`src/rtl/microcode_seq_pkg.sv`:
```
// Shared definitions for the microcode sequencer: state encoding, opcodes,
// ALU function codes and the single-bit datapath control word.
package microcode_seq_pkg;

  typedef enum logic [1:0] {
    ST_FETCH = 2'd0,
    ST_EXEC  = 2'd1,
    ST_MEM   = 2'd2,
    ST_WB    = 2'd3
  } state_t;

  localparam logic [3:0] OPC_ADD = 4'h0;
  localparam logic [3:0] OPC_SUB = 4'h1;
  localparam logic [3:0] OPC_AND = 4'h2;
  localparam logic [3:0] OPC_OR  = 4'h3;
  localparam logic [3:0] OPC_XOR = 4'h4;
  localparam logic [3:0] OPC_NOT = 4'h5;
  localparam logic [3:0] OPC_MOV = 4'h6;
  localparam logic [3:0] OPC_NOP = 4'h7;
  localparam logic [3:0] OPC_LD  = 4'h8;
  localparam logic [3:0] OPC_ST  = 4'h9;
  localparam logic [3:0] OPC_LDI = 4'hA;
  localparam logic [3:0] OPC_RSV = 4'hB;
  localparam logic [3:0] OPC_BRZ = 4'hC;
  localparam logic [3:0] OPC_BRN = 4'hD;
  localparam logic [3:0] OPC_BRO = 4'hE;
  localparam logic [3:0] OPC_BRA = 4'hF;

  localparam logic [2:0] ALU_ADD = 3'b000;
  localparam logic [2:0] ALU_SUB = 3'b001;
  localparam logic [2:0] ALU_AND = 3'b010;
  localparam logic [2:0] ALU_OR  = 3'b011;
  localparam logic [2:0] ALU_XOR = 3'b100;
  localparam logic [2:0] ALU_NOT = 3'b101;
  localparam logic [2:0] ALU_MOV = 3'b110;

  typedef struct packed {
    logic mem_req;
    logic mem_we;
    logic addr_sel;
    logic ir_load;
    logic pc_en;
    logic pc_load;
    logic ie;
    logic write;
    logic reada;
    logic readb;
    logic en;
    logic oe;
    logic bypassa;
    logic bypassb;
    logic mov_sel;
  } ctl_t;

  function automatic logic is_mem_op(input logic [3:0] opc);
    return (opc == OPC_LD) || (opc == OPC_ST);
  endfunction

endpackage

```
`src/rtl/microcode_seq_decode.sv`:
```
// Combinational control decode: (state, IR fields, flags, mem_ready) -> control word.
// kill forces every control low so reset removes requests the same instant.
module microcode_decode
  import microcode_seq_pkg::*;
#(
  parameter int OP_W   = 4,
  parameter int REG_AW = 3
) (
  input  logic              kill,
  input  state_t            state,
  input  logic [OP_W-1:0]   opcode,
  input  logic [REG_AW-1:0] dst,
  input  logic [REG_AW-1:0] src_a,
  input  logic [REG_AW-1:0] src_b,
  input  logic              o_flag,
  input  logic              z_flag,
  input  logic              n_flag,
  input  logic              mem_ready,
  output ctl_t              ctl,
  output logic [2:0]        op,
  output logic [REG_AW-1:0] waddr,
  output logic [REG_AW-1:0] ra,
  output logic [REG_AW-1:0] rb
);

  logic [3:0] opc;
  assign opc = 4'(opcode);

  always_comb begin
    ctl   = '0;
    op    = '0;
    waddr = '0;
    ra    = '0;
    rb    = '0;
    if (!kill) begin
      case (state)
        ST_FETCH: begin
          ctl.mem_req = 1'b1;
          ctl.ir_load = mem_ready;
          ctl.pc_en   = mem_ready;
        end
        ST_EXEC: begin
          case (opc)
            OPC_ADD, OPC_SUB, OPC_AND, OPC_OR, OPC_XOR, OPC_NOT: begin
              ctl.reada = 1'b1;
              ctl.readb = 1'b1;
              ra        = src_a;
              rb        = src_b;
              op        = opc[2:0];
              ctl.write = 1'b1;
              waddr     = dst;
              ctl.en    = 1'b1;
            end
            OPC_MOV: begin
              ctl.reada   = 1'b1;
              ra          = src_a;
              ctl.mov_sel = 1'b1;
              ctl.write   = 1'b1;
              waddr       = dst;
            end
            OPC_LDI: begin
              ctl.ie    = 1'b1;
              ctl.write = 1'b1;
              waddr     = dst;
            end
            // LD computes its address by passing srcA straight through the ALU
            OPC_LD: begin
              ctl.reada   = 1'b1;
              ra          = src_a;
              ctl.bypassb = 1'b1;
              op          = ALU_MOV;
              ctl.oe      = 1'b1;
            end
            OPC_ST: begin
              ctl.reada = 1'b1;
              ctl.readb = 1'b1;
              ra        = src_a;
              rb        = src_b;
              ctl.oe    = 1'b1;
            end
            OPC_BRZ: ctl.pc_load = z_flag;
            OPC_BRN: ctl.pc_load = n_flag;
            OPC_BRO: ctl.pc_load = o_flag;
            OPC_BRA: ctl.pc_load = 1'b1;
            default: ;
          endcase
        end
        ST_MEM: begin
          ctl.mem_req  = 1'b1;
          ctl.mem_we   = (opc == OPC_ST);
          ctl.addr_sel = 1'b1;
          ctl.oe       = 1'b1;
        end
        ST_WB: begin
          ctl.ie    = 1'b1;
          ctl.write = 1'b1;
          waddr     = dst;
        end
        default: ;
      endcase
    end
  end

endmodule

```
`src/rtl/microcode_seq.sv`:
```
// Multi-cycle microcode sequencer top: state register, instruction register
// and next-state logic; control outputs come from microcode_decode.
module microcode_seq
  import microcode_seq_pkg::*;
#(
  parameter  int OP_W    = 4,
  parameter  int REG_AW  = 3,
  parameter  int INSTR_W = 16,
  localparam int IMM_W   = INSTR_W - OP_W - REG_AW,
  localparam int OFS_W   = INSTR_W - OP_W
) (
  input  logic               clk,
  input  logic               rst,
  input  logic [INSTR_W-1:0] din,
  input  logic               mem_ready,
  input  logic               o_flag,
  input  logic               z_flag,
  input  logic               n_flag,
  output logic               mem_req,
  output logic               mem_we,
  output logic               addr_sel,
  output logic               ir_load,
  output logic               pc_en,
  output logic               pc_load,
  output logic [OFS_W-1:0]   offset,
  output logic [IMM_W-1:0]   imm,
  output logic [2:0]         op,
  output logic [REG_AW-1:0]  waddr,
  output logic [REG_AW-1:0]  ra,
  output logic [REG_AW-1:0]  rb,
  output logic               ie,
  output logic               write,
  output logic               reada,
  output logic               readb,
  output logic               en,
  output logic               oe,
  output logic               bypassa,
  output logic               bypassb,
  output logic               mov_sel
);

  state_t             state, state_nxt;
  logic [INSTR_W-1:0] ir;
  ctl_t               ctl;
  logic [OP_W-1:0]    ir_op;
  logic [REG_AW-1:0]  ir_dst, ir_a, ir_b;
  logic [3:0]         opc;

  assign ir_op  = ir[INSTR_W-1 -: OP_W];
  assign ir_dst = ir[INSTR_W-OP_W-1 -: REG_AW];
  assign ir_a   = ir[INSTR_W-OP_W-REG_AW-1 -: REG_AW];
  assign ir_b   = ir[INSTR_W-OP_W-2*REG_AW-1 -: REG_AW];
  assign opc    = 4'(ir_op);

  assign offset = ir[OFS_W-1:0];
  assign imm    = ir[IMM_W-1:0];

  always_ff @(posedge clk or posedge rst) begin
    if (rst) state <= ST_FETCH;
    else     state <= state_nxt;
  end

  always_ff @(posedge clk or posedge rst) begin
    if (rst)              ir <= '0;
    else if (ctl.ir_load) ir <= din;
  end

  always_comb begin
    state_nxt = state;
    case (state)
      ST_FETCH: if (mem_ready) state_nxt = ST_EXEC;
      ST_EXEC:  state_nxt = is_mem_op(opc) ? ST_MEM : ST_FETCH;
      ST_MEM:   if (mem_ready) state_nxt = (opc == OPC_LD) ? ST_WB : ST_FETCH;
      ST_WB:    state_nxt = ST_FETCH;
      default:  state_nxt = ST_FETCH;
    endcase
  end

  microcode_decode #(
    .OP_W   (OP_W),
    .REG_AW (REG_AW)
  ) u_decode (
    .kill      (rst),
    .state     (state),
    .opcode    (ir_op),
    .dst       (ir_dst),
    .src_a     (ir_a),
    .src_b     (ir_b),
    .o_flag    (o_flag),
    .z_flag    (z_flag),
    .n_flag    (n_flag),
    .mem_ready (mem_ready),
    .ctl       (ctl),
    .op        (op),
    .waddr     (waddr),
    .ra        (ra),
    .rb        (rb)
  );

  assign mem_req  = ctl.mem_req;
  assign mem_we   = ctl.mem_we;
  assign addr_sel = ctl.addr_sel;
  assign ir_load  = ctl.ir_load;
  assign pc_en    = ctl.pc_en;
  assign pc_load  = ctl.pc_load;
  assign ie       = ctl.ie;
  assign write    = ctl.write;
  assign reada    = ctl.reada;
  assign readb    = ctl.readb;
  assign en       = ctl.en;
  assign oe       = ctl.oe;
  assign bypassa  = ctl.bypassa;
  assign bypassb  = ctl.bypassb;
  assign mov_sel  = ctl.mov_sel;

endmodule

```
`config.mk`:
```
export PLATFORM = sky130hd
export DESIGN_NAME = microcode_seq
export DESIGN_NICKNAME = d
export VERILOG_FILES = /design/src/rtl/microcode_seq_pkg.sv /design/src/rtl/microcode_seq_decode.sv /design/src/rtl/microcode_seq.sv
export SDC_FILE = /design/constraint.sdc
export NUM_CORES = 1
export LEC_CHECK = 0
export BUFFER_PORTS_ARGS = -buffer_cell sky130_fd_sc_hd__buf_2
export CAP_MARGIN = 20
export CORE_UTILIZATION = 40
export CTS_CLUSTER_SIZE = 40
export DETAILED_ROUTE_END_ITERATION = 12
export PLACE_DENSITY = 0.76
export SETUP_SLACK_MARGIN = 0.02
export SKIP_LAST_GASP = 1
export SYNTH_ARGS = -nofsm -noshare
export SYNTH_HDL_FRONTEND = slang
export SYNTH_SLANG_ARGS = --single-unit
export TNS_END_PERCENT = 5
```
`constraint.sdc`:
```
create_clock -name clk -period 1.36 [get_ports clk]
set_input_delay 0.068 -clock clk [delete_from_list [all_inputs] [get_ports clk]]
set_output_delay 0.068 -clock clk [all_outputs]
set_load 0.005 [all_outputs]
```
==> results.md, run 1 <==
* Most frequent cells in the layout: 67 x buf_2, 18 x dfrtp_1, 18 x buf_4
* Die area at 3540 um2
* Net Count, Synth at 152
* Post-Syn Instances at between 100 and 150
* Critical path required time at approximately 1300 ps
* Clk slew on worst S/H paths at 110 ps
* Hold slack at 67.5 ps
* I/O Pins at 70
* Residual DRC at 0
* Status: complete, but fails checks
* Root Driver: clkbuf_4
* Final hold violation count at 0
* CTS tree: done
* # setup viols final at 44
* Gp weighted congestion at approximately 0.86
* Slew Viols, Final at 0
* CP Launch Type: register
* R2r startpoint: state[0]
* Largest net degree at the start of global routing at 19
* Register area share after synthesis at 0.341
* Synth-to-layout area growth at 56.3%
* Antenna diodes at 0
* DP Wirelength at approximately 2100 um
* Drt wl/cell at ~13 um
* Critical path endpoint category: output pin
* Final setup margin at -411 ps
* First-pass GRT wire length at ~4800 um
* Total Routing Usage GR at 0.185
* Post-DRT Antenna Nets at 0
* Pre-Repair DR Iteration Count at 4
* Worst IR drop on VDD at about 1.0 mV
* Initial DRC Count at 11
* Clock latency reported for the late side of the worst-skew pair at 290 ps
* CTS Buf Count at 3
* PD cells at about 1800 nW/um2
* DR vias at between 1,000 and 1,500
* Hold path depth at 2
* Critical Path Slowest Stage Cell: dfrtp_1
* Max frequency at between 500 and 600 MHz
* Max Clock Skew at between 4 and 5 ps
* Worst setup startpoint: state[1]
* Ys Warns at 0
* Worst path arrival time at about 1700 ps
* Remaining Overflow, GRT at 0
* Initial antenna violation count at 0
* H-tree depth at 1
* Crit-path max cell delay at around 400 ps
* NumNets Final at 239
* Setup crit end: mov_sel
* CP Cell Sequence: inv_2, ha_2, buf_4, nand2b_4, buf_6, nor4_4, buf_2
* Max cap viols at 0
* Synth unique cells at 34
* Die H at 59.5 um
* Final period utilization at 1.30
* Clk sinks at 18
* Syn_area_per_cell at between 10 and 15 um2
* Die X at about 59 um
* Peak fanout along the critical path at 4
* Leak Pwr at about 1.1 nW
* Worst R2R Path Depth at 8
* Total Wirelength at between 3000 and 4000 um
* Critical Setup Path Class: reg -> out
* Register-to-register setup slack at -280 ps
* Clk buf depth at 2
* Minimum clock period at 1770 ps
* RSZ-0062 raised after global routing: yes
* FF+latch count, synth at 18
* Failing checks: negative setup slack
* Row cnt at 20
* Final setup TNS at -11,560 ps
* Share of layout cells above drive strength 1 at 0.613
* Core ar. at 3100 um2
* R2R Path End: ir[15]
* Commonest non-fill, non-tap cell in the layout: buf_2
* DR vias/cell at between 4 and 5
* Worst Hold Class: in -> reg
* Port Buffers at 68
* Number of global-route vias before repair at approximately 1,100
* Post-Syn Area at about 1300 um2
* Starting Density at 0.426
timing repair:
item	CTS	global route
buffers inserted	1	7
gates cloned	0	1
hold buffers	17	0
pin swaps	3	1
endpoints found under the hold margin	34	0
setup endpoints to repair	44	44
resized for setup	14	11
power breakdown:
part | total [W] | internal [W] | switching, W | leakage (nW)
sequential | 0.00105 | 0.000797 | 0.000254 | 0.215
combinational | 0.00228 | 0.00133 | 0.000946 | 0.873
clock | 0.000329 | 0.000163 | 0.000166 | 0.0210
worst max-delay path, delay by kind of cell, from the launching register on:
family        cells  cell delay [ps]
fa+ha+maj         1              190
buf+inv           4              490
simple gates      2              330
flops             1              400
cell type report:
class                      instances  area [um2]
clock buffer                       4        36.3
timing repair buffer             110         771
multi-input combinational         73         717
inverter                           7        36.3
sequential                        18         450
fill                             263        1040
tap                               44        55.1
state kept, by name, indices dropped and copies added (netlist names):
name / cells
ir: 16
state: 2
logic make-up after synthesis:
logic type / count (synthesis) / synth area share
AND/OR/NAND/NOR: 38 / 0.191
adder cells (fa/ha/maj): 4 / 0.0379
flip-flops: 18 / 0.341
multiplexers: 19 / 0.185
other: 1 / 0.00284
AO/OA/AOI/OAI: 11 / 0.0615
buffers and inverters: 35 / 0.181
metal layers:
metal	wire length (um)	GRT usage
met1	1320	0.204
met3	171	0.0393
met5	0	0
met4	38	0.0646
met2	1740	0.345
synth_stat cells:
master / count / share of area
nand2b_2: 1 / 0.0066
conb_1: 1 / 0.0028
a311oi_1: 1 / 0.0066
nand2_1: 2 / 0.0057
buf_2: 2 / 0.0076
a21oi_1: 2 / 0.0076
buf_4: 24 / 0.14
and2b_1: 2 / 0.011
mux2_4: 9 / 0.10
ha_1: 4 / 0.038
inv_1: 6 / 0.017
nor2_1: 6 / 0.017
nor3b_1: 3 / 0.017
and3_1: 3 / 0.014
mux2i_1: 3 / 0.023
nand3_1: 2 / 0.0076
nor2b_1: 3 / 0.014
nor4_1: 1 / 0.0047
a21o_1: 2 / 0.011
a221oi_2: 1 / 0.011
inv_2: 1 / 0.0028
nand2b_1: 1 / 0.0047
o32ai_1: 1 / 0.0066
mux2_2: 7 / 0.060
nand3_4: 1 / 0.013
or3b_1: 1 / 0.0066
and2_1: 7 / 0.033
o21ai_0: 3 / 0.011
buf_6: 2 / 0.017
nor3_1: 2 / 0.0076
nor3b_4: 1 / 0.014
and3b_1: 2 / 0.013
a21oi_2: 1 / 0.0066
dfrtp_1: 18 / 0.34
through the flow:
stage / worst slack, ps / total power (W) / cells / util / instance area, um2
after floorplan: -22.2 / 0.00253 / 126 / - / 1320
after global placement: -91.5 / 0.00289 / 227 / 0.531 / 1650
after detailed placement: -150 / 0.00295 / 227 / 0.531 / 1650
after CTS: -387 / 0.00345 / 248 / 0.618 / 1920
after global routing: -480 / 0.00394 / 256 / 0.666 / 2070
final: -411 / 0.00366 / 256 / 0.666 / 2070
worst min path at each step:
| stage | startpoint | to |
|---|---|---|
| 2_1_floorplan | rst | ir[0] |
| 3_3_place_gp | rst | ir[5] |
| 3_5_place_dp | rst | ir[5] |
| 4_1_cts | mem_ready | state[0] |
| 5_1_grt | mem_ready | state[0] |
| 6_report | mem_ready | state[1] |
(Power assumes the default switching activity.)
==> inputs of run 2 (changes only) <==
- TNS_END_PERCENT: 5 -> 10
==> results.md, run 2 (same netlist as run 1, synthesis figures left out) <==
* Status: complete, but fails checks
* Failing checks: negative setup slack
* Initial DRC Count at 11 (unchanged)
* Peak fanout along the critical path at 4 (unchanged)
* Met3 usage at 0.0393 (unchanged)
* Leak Pwr at 1.11 nW (unchanged)
* Final hold violation count at 0 (unchanged)
* Critical Path Slowest Stage Cell: dfrtp_1
* Pre-Repair DR Iteration Count at 4 (unchanged)
* Worst path arrival time at 1700 ps (about the same)
* Gp weighted congestion at 0.857 (unchanged)
* # setup viols final at 44 (unchanged)
* Root Driver: clkbuf_4
* Final setup margin at -411 ps (unchanged)
* Clk slew on worst S/H paths at 110 ps (about the same)
* Initial antenna violation count at 0 (unchanged)
* Die X at 59.5 um (unchanged)
* NetSw at 0.00137 W (unchanged)
* Seq pwr share at 0.287 (about the same)
* CTS tree: done
* M1 GR Usage at 0.204 (unchanged)
* Share of layout cells above drive strength 1 at 0.613 (unchanged)
* DP Area at 1650 um2 (unchanged)
* Bufs and invs on worst path at 4 (unchanged)
* Busiest layer in global routing: met2
* DP Wirelength at 2080 um (unchanged)
* Pint at 0.00229 W (unchanged)
* GR Util met2 at 0.345 (unchanged)
* Synth-to-layout area growth at 56.3% (unchanged)
* Most frequent cells in the layout: 67 x buf_2, 18 x dfrtp_1, 18 x buf_4
* Total Wirelength at 3270 um (unchanged)
* CTS Buf Count at 3 (unchanged)
* Clk buf depth at 2 (unchanged)
* Crit-path max cell delay at 400 ps (about the same)
* Residual DRC at 0 (unchanged)
* DR vias/cell at 4.58 (unchanged)
* Kind of cell adding the most delay to the critical path: buffers and inverters
* Die H at 59.5 um (unchanged)
* Core ar. at 3100 um2 (unchanged)
* Max Clock Skew at 4.43 ps (unchanged)
* I/O Pins at 70 (unchanged)
* Antenna diodes at 0 (unchanged)
* Hold slack at 67.5 ps (unchanged)
* Largest net degree at the start of global routing at 19 (unchanged)
* Final period utilization at 1.30 (unchanged)
* Clock latency reported for the late side of the worst-skew pair at 290 ps (about the same)
* Total Routing Usage GR at 0.185 (unchanged)
* Number of global-route vias before repair at 1,076 (unchanged)
* Sw Share at 0.373 (unchanged)
* Remaining Overflow, GRT at 0 (unchanged)
* Worst IR drop on VDD at 1.04 mV (unchanged)
* Top flop regs: ir: 16 flops, state: 2 flops
* Clk sinks at 18 (unchanged)
* PD cells at 1770 nW/um2 (unchanged)
* Worst Hold Class: in -> reg
* Max cap viols at 0 (unchanged)
* Combinational power share at 0.623 (about the same)
* Max reg flops at 16 (unchanged)
* Drt wl/cell at 12.8 um (unchanged)
* CP Launch Type: register
* H-tree depth at 1 (unchanged)
* Port Buffers at 68 (unchanged)
* Max frequency at 565 MHz (unchanged)
* RSZ-0062 raised after global routing: yes
* Slew Viols, Final at 0 (unchanged)
* Minimum clock period at 1770 ps (unchanged)
* Commonest non-fill, non-tap cell in the layout: buf_2
* Critical Setup Path Class: reg -> out
* Post-DRT Antenna Nets at 0 (unchanged)
* Critical path required time at 1290 ps (about the same)
* Starting Density at 0.426 (unchanged)
* Clk pwr share at 0.090 (about the same)
* Row cnt at 20 (unchanged)
* First-pass GRT wire length at 4800 um (unchanged)
* Most flop-heavy register: ir
* DR vias at 1,173 (unchanged)
* Final instance area at 2070 um2 (unchanged)
* Die area at 3540 um2 (unchanged)
* Critical path endpoint category: output pin
* CP Cell Sequence: inv_2, ha_2, buf_4, nand2b_4, buf_6, nor4_4, buf_2
* NumNets Final at 239 (unchanged)
* Final setup TNS at -11,560 ps (unchanged)
[run 2: timing repair]
item                                    4_1_cts  5_1_grt
pin swaps                                     3        1
hold endpoints to repair                     34        0
hold buffers                                 17        0
gates cloned                                  0        1
endpoints found under the setup margin       44       44
gates resized for setup                      14       11
setup buffers                                 1        7
[run 2: power by group through the flow]
stage,sequential [W],combinational (W),clock (W)
2_1_floorplan,0.000964,0.00157,0
3_3_place_gp,0.00103,0.00186,0
3_5_place_dp,0.00104,0.00191,0
4_1_cts,0.00104,0.00206,0.000346
5_1_grt,0.00110,0.00247,0.000366
6_report,0.00105,0.00228,0.000329
[run 2: routing by layer]
layer / wire (um) / up-vias
met5: 0 / -
met4: 38 / 0
met3: 171 / 6
met2: 1740 / 51
met1: 1320 / 545
li1: - / 571
[run 2: through the flow]
| stage | utilization | std cells | worst slack (ps) | power [W] |
|---|---|---|---|---|
| final | 0.666 | 256 | -411 | 0.00366 |
| after global routing | 0.666 | 256 | -480 | 0.00394 |
| after CTS | 0.618 | 248 | -387 | 0.00345 |
| after detailed placement | 0.531 | 227 | -150 | 0.00295 |
| after global placement | 0.531 | 227 | -91.5 | 0.00289 |
| after floorplan | - | 126 | -22.2 | 0.00253 |
[run 2: worst paths after layout]
| check | depth (start not counted) | slack (ps) | to | startpoint |
|---|---|---|---|---|
| max | 7 | -410 | mov_sel | state[1] |
| min | 2 | 70 | state[1] | mem_ready |
| max reg2reg | 8 | -280 | ir[15] | state[0] |
| min reg2reg | 1 | 530 | ir[0] | ir[0] |
| max in group asynchronous | 4 | 700 | ir[8] | rst |
| min in group asynchronous | 4 | 460 | state[1] | rst |
[run 2: layout make-up]
type | count | area, um2
Timing Repair Buffer | 110 | 771
Fill cell | 263 | 1040
Tap cell | 44 | 55.1
Clock buffer | 4 | 36.3
Inverter | 7 | 36.3
Sequential cell | 18 | 450
Multi-Input combinational cell | 73 | 717
[run 2: worst register-to-register path: stages (launching register included)]
cell	delay, ps
dfrtp_1	420
buf_6	130
buf_6	120
inv_6	60
ha_4	140
nand3_4	90
buf_12	150
buf_4	140
mux2_4	290
==> inputs of run 3 (changes only) <==
- CELL_PAD_IN_SITES_DETAIL_PLACEMENT: unset -> 1
- CELL_PAD_IN_SITES_GLOBAL_PLACEMENT: unset -> 1
- CORE_UTILIZATION: 40 -> 29
==> results.md, run 3 (same netlist as run 1, synthesis figures left out) <==
* Row cnt at 24 (+20%)
* Sw Share at 0.371 (-0.00180)
* Share of layout cells above drive strength 1 at 0.647 (+0.0342)
* Most flop-heavy register: ir
* Leak Pwr at 0.992 nW (-10%)
* Final period utilization at 1.27 (-0.0331)
* Clock latency reported for the late side of the worst-skew pair at 260 ps (-30 ps)
* Residual DRC at 0 (unchanged)
* RSZ-0062 raised after global routing: yes
* DR vias at 1,088 (-7.2%)
* Final setup TNS at -9410 ps (+2150 ps)
* Fin cells at 242 (-5.5%)
* R2r startpoint: state[0]
* I/O Pins at 70 (unchanged)
* Combinational power share at 0.562 (-0.061)
* Total Wirelength at 3400 um (+4.0%)
* CTS tree: done
* Clk sinks at 18 (unchanged)
* Failing checks: negative setup slack
* Core ar. at 4350 um2 (+40%)
* Layout fillers at 503 (+91%)
* Die area at 4830 um2 (+37%)
* Peak fanout along the critical path at 4 (unchanged)
* Initial DRC Count at 17 (+6)
* Status: complete, but fails checks
* Drt wl/cell at 14.1 um (+10%)
* Gp weighted congestion at 0.772 (-9.9%)
* H-tree depth at 1 (unchanged)
* Port Buffers at 68 (unchanged)
* Largest net degree at the start of global routing at 19 (unchanged)
* Critical Setup Path Class: reg -> out
* Placed cells at 235 (+3.5%)
* Worst IR drop on VDD at 0.737 mV (-29%)
* Initial antenna violation count at 0 (unchanged)
* Seq pwr share at 0.312 (+0.025)
* Most frequent cells in the layout: 68 x buf_2, 17 x dfrtp_1, 17 x buf_4
* Worst path arrival time at 1660 ps (-40 ps)
* First-pass GRT wire length at 5400 um (+13%)
* Slew Viols, Final at 0 (unchanged)
* Final setup margin at -366 ps (+45.1 ps)
* Pre-Repair DR Iteration Count at 4 (unchanged)
* Synth-to-layout area growth at 35.6%
* Total Routing Usage GR at 0.139 (-0.0458)
* Clk slew on worst S/H paths at 70 ps (-40 ps)
* Post-DRT Antenna Nets at 0 (unchanged)
* Clk buf depth at 2 (unchanged)
* Clk pwr share at 0.126 (+0.036)
* Critical path required time at 1290 ps (about the same)
* Pint at 0.00222 W (-3.1%)
* Worst R2R Path Depth at 6 (-2)
* Max frequency at 579 MHz (+2.6%)
* CP Launch Type: register
* # setup viols final at 44 (unchanged)
* DP Wirelength at 2560 um (+23%)
* CTS Buf Count at 3 (unchanged)
* Commonest non-fill, non-tap cell in the layout: buf_2
* Register-to-register setup slack at -160 ps (+120 ps)
* Antenna diodes at 0 (unchanged)
* Max Clock Skew at 2.57 ps (-1.86 ps)
* Die H at 69.5 um (+17%)
* Setup crit end: waddr[2]
* PD cells at 1970 nW/um2 (+11%)
* Hold slack at 33.2 ps (-34.2 ps)
* Final hold violation count at 0 (unchanged)
* Top flop regs: ir: 16 flops, state: 2 flops
* Max cap viols at 0 (unchanged)
* Max reg flops at 16 (unchanged)
* Number of global-route vias before repair at 1,099 (+2.1%)
* Worst setup startpoint: state[0]
* DR vias/cell at 4.50 (-1.9%)
* NumNets Final at 217 (-9.2%)
* Starting Density at 0.303 (-0.122)
* Root Driver: clkbuf_8
* Die X at 69.5 um (+17%)
* R2R Path End: ir[9]
* Critical path endpoint category: output pin
* NetSw at 0.00131 W (-3.9%)
* Remaining Overflow, GRT at 0 (unchanged)
* Worst Hold Class: in -> reg
* Minimum clock period at 1730 ps (-45.1 ps)
run 3: repair_timing:
item | in CTS | in global routing
pin swaps | 1 | 2
gates resized for setup | 9 | 4
endpoints found under the hold margin | 18 | 0
setup endpoints to repair | 42 | 44
cloned | 0 | 0
setup buffers | 2 | 0
hold buffers | 1 | 0
run 3: through the flow:
stage               power [W]  setup WS (ps)  instance area (um2)   util
global placement      0.00292          -79.4                 1660  0.380
finish                0.00354           -366                 1790  0.411
detailed placement    0.00297           -142                 1660  0.380
floorplan             0.00253          -22.2                 1320      -
global route          0.00379           -440                 1790  0.411
CTS                   0.00353           -374                 1770  0.407
run 3: area by class of cell:
class | instances | area (um2) | share of cell area
Multi-Input combinational cell | 73 | 684 | 0.382
Timing Repair Buffer | 88 | 509 | 0.284
Sequential cell | 18 | 452 | 0.252
Tap cell | 52 | 65.1 | 0.0363
Clock buffer | 4 | 55.1 | 0.0307
Inverter | 7 | 26.3 | 0.0147
run 3: worst max-delay path, stage by stage, from the launching register on:
cell and delay [ps]:
dfrtp_2 440, buf_6 130, ha_4 140, and2b_2 220
a221oi_4 250, nor2b_1 80, buf_2 130
run 3: per-layer routing:
| metal | GRT usage | up-vias | part of all wire |
|---|---|---|---|
| met5 | 0 | - | 0 |
| met4 | 0.0476 | 0 | 0.011 |
| met3 | 0.0276 | 5 | 0.048 |
| met2 | 0.239 | 36 | 0.52 |
| met1 | 0.172 | 522 | 0.42 |
| li1 | - | 525 | - |
run 3: how the worst min path moves through the flow:
stage               startpoint  endpoint  slack [ps]  cells after the start
floorplan                  rst     ir[0]         -80                      1
global placement           rst  state[1]         210                      3
detailed placement         rst  state[1]         220                      3
CTS                    din[11]    ir[11]          30                      2
global route            din[6]     ir[6]          30                      2
finish                  din[6]     ir[6]          30                      2
run 3: power groups by stage:
stage | Sequential [W] | Clock [W] | Combinational, W
3_3_place_gp | 0.00108 | 0 | 0.00184
3_5_place_dp | 0.00108 | 0 | 0.00188
2_1_floorplan | 0.000964 | 0 | 0.00157
4_1_cts | 0.00108 | 0.000462 | 0.00199
5_1_grt | 0.00115 | 0.000475 | 0.00217
6_report | 0.00110 | 0.000446 | 0.00199
